--- src/rtl/serial_pkg.sv ---
// Shared types for the serial receiver: FSM state encoding and parity mode.
package serial_pkg;

  typedef enum logic [2:0] {
    IDLE,
    DATA,
    PARITY,
    STOP,
    WAIT_HIGH
  } rx_state_t;

  typedef enum logic {
    PAR_EVEN = 1'b0,
    PAR_ODD  = 1'b1
  } parity_mode_t;

  localparam parity_mode_t PARITY_MODE = PAR_ODD;

endpackage

--- src/rtl/rx_shifter.sv ---
// N-bit serial-in/parallel-out register; LSB_FIRST picks which end the first bit lands in.
module rx_shifter #(
  parameter int N         = 8,
  parameter int LSB_FIRST = 1
) (
  input  logic         clk,
  input  logic         rst,
  input  logic         shift_en,
  input  logic         din,
  output logic [N-1:0] q
);

  // NOTE: sequential state is assigned with <= so every flop samples pre-edge values;
  // this register is also reset explicitly because its contents are observable after reset.
  always_ff @(posedge clk or negedge rst) begin
    if (!rst) begin
      q <= '0;
    end else if (shift_en) begin
      if (LSB_FIRST != 0) q <= {din, q[N-1:1]};
      else                q <= {q[N-2:0], din};
    end
  end

endmodule

--- src/rtl/serial_rx.sv ---
// Serial frame receiver: start, N data bits, parity, stop; one-word holding register with overrun.
module serial_rx
  import serial_pkg::*;
#(
  parameter int N         = 8,
  parameter int LSB_FIRST = 1
) (
  input  logic         clk,
  input  logic         rst,
  input  logic         sin,
  input  logic         bit_en,
  input  logic         clr,
  input  logic         rx_ready,
  output logic [N-1:0] rx_data,
  output logic         rx_valid,
  output logic         parity_err,
  output logic         frame_err,
  output logic         overrun
);

  localparam int CW = $clog2(N);

  rx_state_t       state, state_nxt;
  logic [CW-1:0]   cnt;
  logic [N-1:0]    shreg;
  logic            par_bit;
  logic            shift_en, cnt_clr, par_cap, deliver, frame_bad;
  logic            load, drop, word_perr;

  rx_shifter #(.N(N), .LSB_FIRST(LSB_FIRST)) u_shifter (
    .clk      (clk),
    .rst      (rst),
    .shift_en (shift_en),
    .din      (sin),
    .q        (shreg)
  );

  always_ff @(posedge clk or negedge rst) begin
    if (!rst) begin
      state   <= IDLE;
      cnt     <= '0;
      par_bit <= 1'b0;
    end else begin
      state <= state_nxt;
      if (cnt_clr)       cnt <= '0;
      else if (shift_en) cnt <= cnt + 1'b1;
      if (par_cap) par_bit <= sin;
    end
  end

  // NOTE: every output of this block gets a default first, so no path can infer a latch.
  always_comb begin
    state_nxt = state;
    shift_en  = 1'b0;
    cnt_clr   = 1'b0;
    par_cap   = 1'b0;
    deliver   = 1'b0;
    frame_bad = 1'b0;
    if (bit_en) begin
      case (state)
        IDLE: if (!sin) begin
          state_nxt = DATA;
          cnt_clr   = 1'b1;
        end
        DATA: begin
          shift_en = 1'b1;
          if (cnt == CW'(N - 1)) state_nxt = PARITY;
        end
        PARITY: begin
          par_cap   = 1'b1;
          state_nxt = STOP;
        end
        STOP: if (sin) begin
          deliver   = 1'b1;
          state_nxt = IDLE;
        end else begin
          frame_bad = 1'b1;
          state_nxt = WAIT_HIGH;
        end
        WAIT_HIGH: if (sin) state_nxt = IDLE;
        default: state_nxt = IDLE;
      endcase
    end
  end

  // Error when the data+parity ones count does not match the configured parity sense.
  assign word_perr = (^{shreg, par_bit}) ^ (PARITY_MODE == PAR_ODD);
  assign load      = deliver & (~rx_valid | rx_ready);
  assign drop      = deliver & rx_valid & ~rx_ready;

  always_ff @(posedge clk or negedge rst) begin
    if (!rst) begin
      rx_data    <= '0;
      rx_valid   <= 1'b0;
      parity_err <= 1'b0;
      frame_err  <= 1'b0;
      overrun    <= 1'b0;
    end else begin
      frame_err <= frame_bad;
      if (load) begin
        rx_data    <= shreg;
        parity_err <= word_perr;
        rx_valid   <= 1'b1;
      end else if (rx_valid && rx_ready) begin
        rx_valid <= 1'b0;
      end
      // A drop in the same clock as clr keeps the flag set.
      if (drop)     overrun <= 1'b1;
      else if (clr) overrun <= 1'b0;
    end
  end

endmodule
--- config.mk ---
export PLATFORM = sky130hd
export DESIGN_NAME = serial_rx
export DESIGN_NICKNAME = d
export VERILOG_FILES = /design/src/rtl/serial_pkg.sv /design/src/rtl/rx_shifter.sv /design/src/rtl/serial_rx.sv
export SDC_FILE = /design/constraint.sdc
export NUM_CORES = 1
export LEC_CHECK = 0
export CORE_UTILIZATION = 52
export CTS_BUF_LIST = sky130_fd_sc_hd__clkbuf_8 sky130_fd_sc_hd__clkbuf_16
export DETAILED_ROUTE_END_ITERATION = 7
export HOLD_SLACK_MARGIN = 0.06
export PLACE_DENSITY = 0.77
export SLEW_MARGIN = 15
export SYNTH_ARGS = -nofsm -noshare
export SYNTH_HDL_FRONTEND = slang
export SYNTH_HIERARCHICAL = 1
export SYNTH_SLANG_ARGS = --single-unit
--- constraint.sdc ---
create_clock -name clk -period 2.2 [get_ports clk]
set_input_delay 0.22 -clock clk [delete_from_list [all_inputs] [get_ports clk]]
set_output_delay 0.22 -clock clk [all_outputs]
set_load 0.01 [all_outputs]
==> flow_summary.toml <==
[final_layout]
final_common_cell = "dfrtp_1"
utilization_pct = 67.40
antenna_cells = 0
multi_input_area_um2 = 541.8
area_growth_pct = 19.94
final_area_um2 = 1505
drive_gt1_share_pct = 26.42
regArea_um2 = 675.6
fin_cells = 134
fill_cells = 166
nNetsFinal = 115
final_cell_mix = "dfrtp_1 (27), mux2_4 (17), clkdlybuf4s50_1 (17), inv_1 (5), xnor2_1 (4)"

[power]
p_seq_share_pct = 41.8
power_mw = 2.097
p_int_mw = 1.444
p_clk_share_pct = 13.0
switching_share_pct = 31.16
p_leak_nw = 0.7363
vdd_drop_max_uv = 845.3
power.density_nw_per_um2 = 1393
comb_power_share_pct = 45.3
net-switching-power_mw = 0.6534

[synth]
synth-edff-count = 0
synthTopCellsByArea = "dfrtp_1 (54%), mux2_4 (20%), xnor2_1 (2.8%), nand2b_4 (2.2%), a22o_1 (2.1%)"
synthDistinctLibCells = 25
syn_nets = 92
yosysSeqAreaShare_pct = 53.84
synth_area_leader_cell = "dfrtp_1"
synthCells = 84
ys_ff_latch = 27
synth_top_flop_cell = "dfrtp_1"
async_flop_share_pct = 100.0
synth_top_area_share_pct = 53.84
synth.avg_cell_area_um2 = 14.94
syn-cell-area_um2 = 1255
ys_warn_count = 6

[route]
detail_route.wl_per_cell_um = 14.39
vias = 699
drtIter0Drc = 8
wirelength_um = 1928
drc = 0
drt.antenna.violating_nets = 0
dr.pass1.iters = 4
via_per_inst = 5.216

[outcome]
outcome = "finished clean"

[clock_network]
cts.clk_slew.worst_paths_ns = 0.09
clk_path_buf_depth = 2
numCtsBuffers = 3
clk_latency_ns = 0.27
postCtsHoldBufs = 0
cts_setup_buffers = 0
cts.sinks = 27
cts_resized = 0
h-tree-depth = 1
cts_tree = "yes"
root_buffer = "clkbuf_8"

[min_path]
min_path_type = "in2async"

[worst_setup_path]
cp-start-kind = "input pin"
critPathKind = "in2reg"
path_max_fanout = 9
cp-end-kind = "flip-flop"
arrival_ns = 1.84
critical_path_required_ns = 2.36

[placed_design]
numPortBuffers = 17
gp_congestion = 0.7650
dp_hpwl_um = 1342
dp.cells = 130
dpl_cell_area_um2 = 1460
place_ws_ns = 0.2339

[timing]
worstMarginPinSlew_ns = 0.3306
fin_tns_setup_ns = 0
holdWs_ns = 0.3059
worst_slack_ns = 0.5142
final-max-slew-violation-count = 0
skew_ns = 0.003643
hold_viol_final = 0
layout_min_cycle_time_ns = 1.686
slew_headroom_pct = 77.96
max_freq_mhz = 593.2
rsz0062_at_grt = "false"
setup_viol = 0
period_share_pct = 76.63

[floorplanning]
core_area_um2 = 2233
initial_core_util_pct = 56.19
fp.dieH_um = 51.13
die_x_um = 51.13
die_area_um2 = 2614
rows = 17
io_pins = 18

[global_routing]
grt_overflow = 0
grt_pass1_wl_um = 3463
antenna_found_initial = 0
grt_start_max_net_pins = 28
track_usage_pct = 18.57
grt_pass1_vias = 728

[run]
cap_violations = 0
## synthesized netlist by cell type (2+ instances only)
library cell and instances:
o22ai_1 2, ha_1 2, mux2_4 17, o31ai_1 3, xnor2_1 4, inv_1 4, buf_6 2, xor2_1 2
nand2_1 2, dfrtp_1 27, nor3_1 2, a22o_1 3, nand2b_4 2
## state kept, by name (all words and copies together), names as in the netlist
register / count
overrun: 1
parity_err: 1
frame_err: 1
rx_valid: 1
u_shifter/q: 8
state: 3
cnt: 3
rx_data: 8
par_bit: 1
## logic make-up (layout without fill, tap and decap cells)
group	after synthesis	after routing	synth area share, %
AO/OA/AOI/OAI	13	13	7.577
XOR/XNOR	7	7	5.982
adder cells (fa/ha/maj)	2	2	1.994
buffers and inverters	6	28	2.991
flip-flops	27	27	53.84
multiplexers	18	18	21.24
AND/OR/NAND/NOR	11	11	6.382
## power groups by stage
| stage | Combinational (mW) | Clock [mW] | Sequential [mW] |
|---|---|---|---|
| after floorplan | 0.722 | 0 | 0.866 |
| after global routing | 1.02 | 0.302 | 0.907 |
| final | 0.949 | 0.272 | 0.876 |
| after detailed placement | 0.962 | 0 | 0.883 |
| after global placement | 0.928 | 0 | 0.874 |
| after CTS | 0.960 | 0.283 | 0.878 |
## path summary, 6_finish.rpt
| kind | from | to | slack (ns) | cells after the start |
|---|---|---|---|---|
| setup reg to reg | state[2] | rx_data[4] | 0.55 | 4 |
| setup / recovery | bit_en | rx_data[4] | 0.51 | 5 |
| hold reg to reg | cnt[2] | cnt[2] | 0.51 | 1 |
| hold / removal | rst | rx_data[2] | 0.31 | 2 |
| min in group clk | cnt[2] | cnt[2] | 0.51 | 1 |
| max in group asynchronous | rst | rx_data[6] | 1.64 | 2 |
## cell type report
type,count,share of cell area [%]
clock buffer,3,2.743
inverter,4,0.9975
tap,28,2.328
sequential,27,44.89
clock inverter,1,0.2494
timing repair buffer,20,12.80
multi-input combinational,51,35.99
## per-layer routing
layer	vias up	track usage [%]	share of wire [%]
met2	15	28.07	47
met1	337	25.78	48
met5	-	0	0
met4	0	8.333	1.5
li1	343	-	-
met3	4	3.571	3.2
## critical path, cell delays in order
cell and delay [ns]:
clkdlybuf4s50_1 0.58, nand2_2 0.10, or3_4 0.38, nand2b_4 0.23, mux2_4 0.33
No activity file was read; power rests on OpenSTA's default activity.
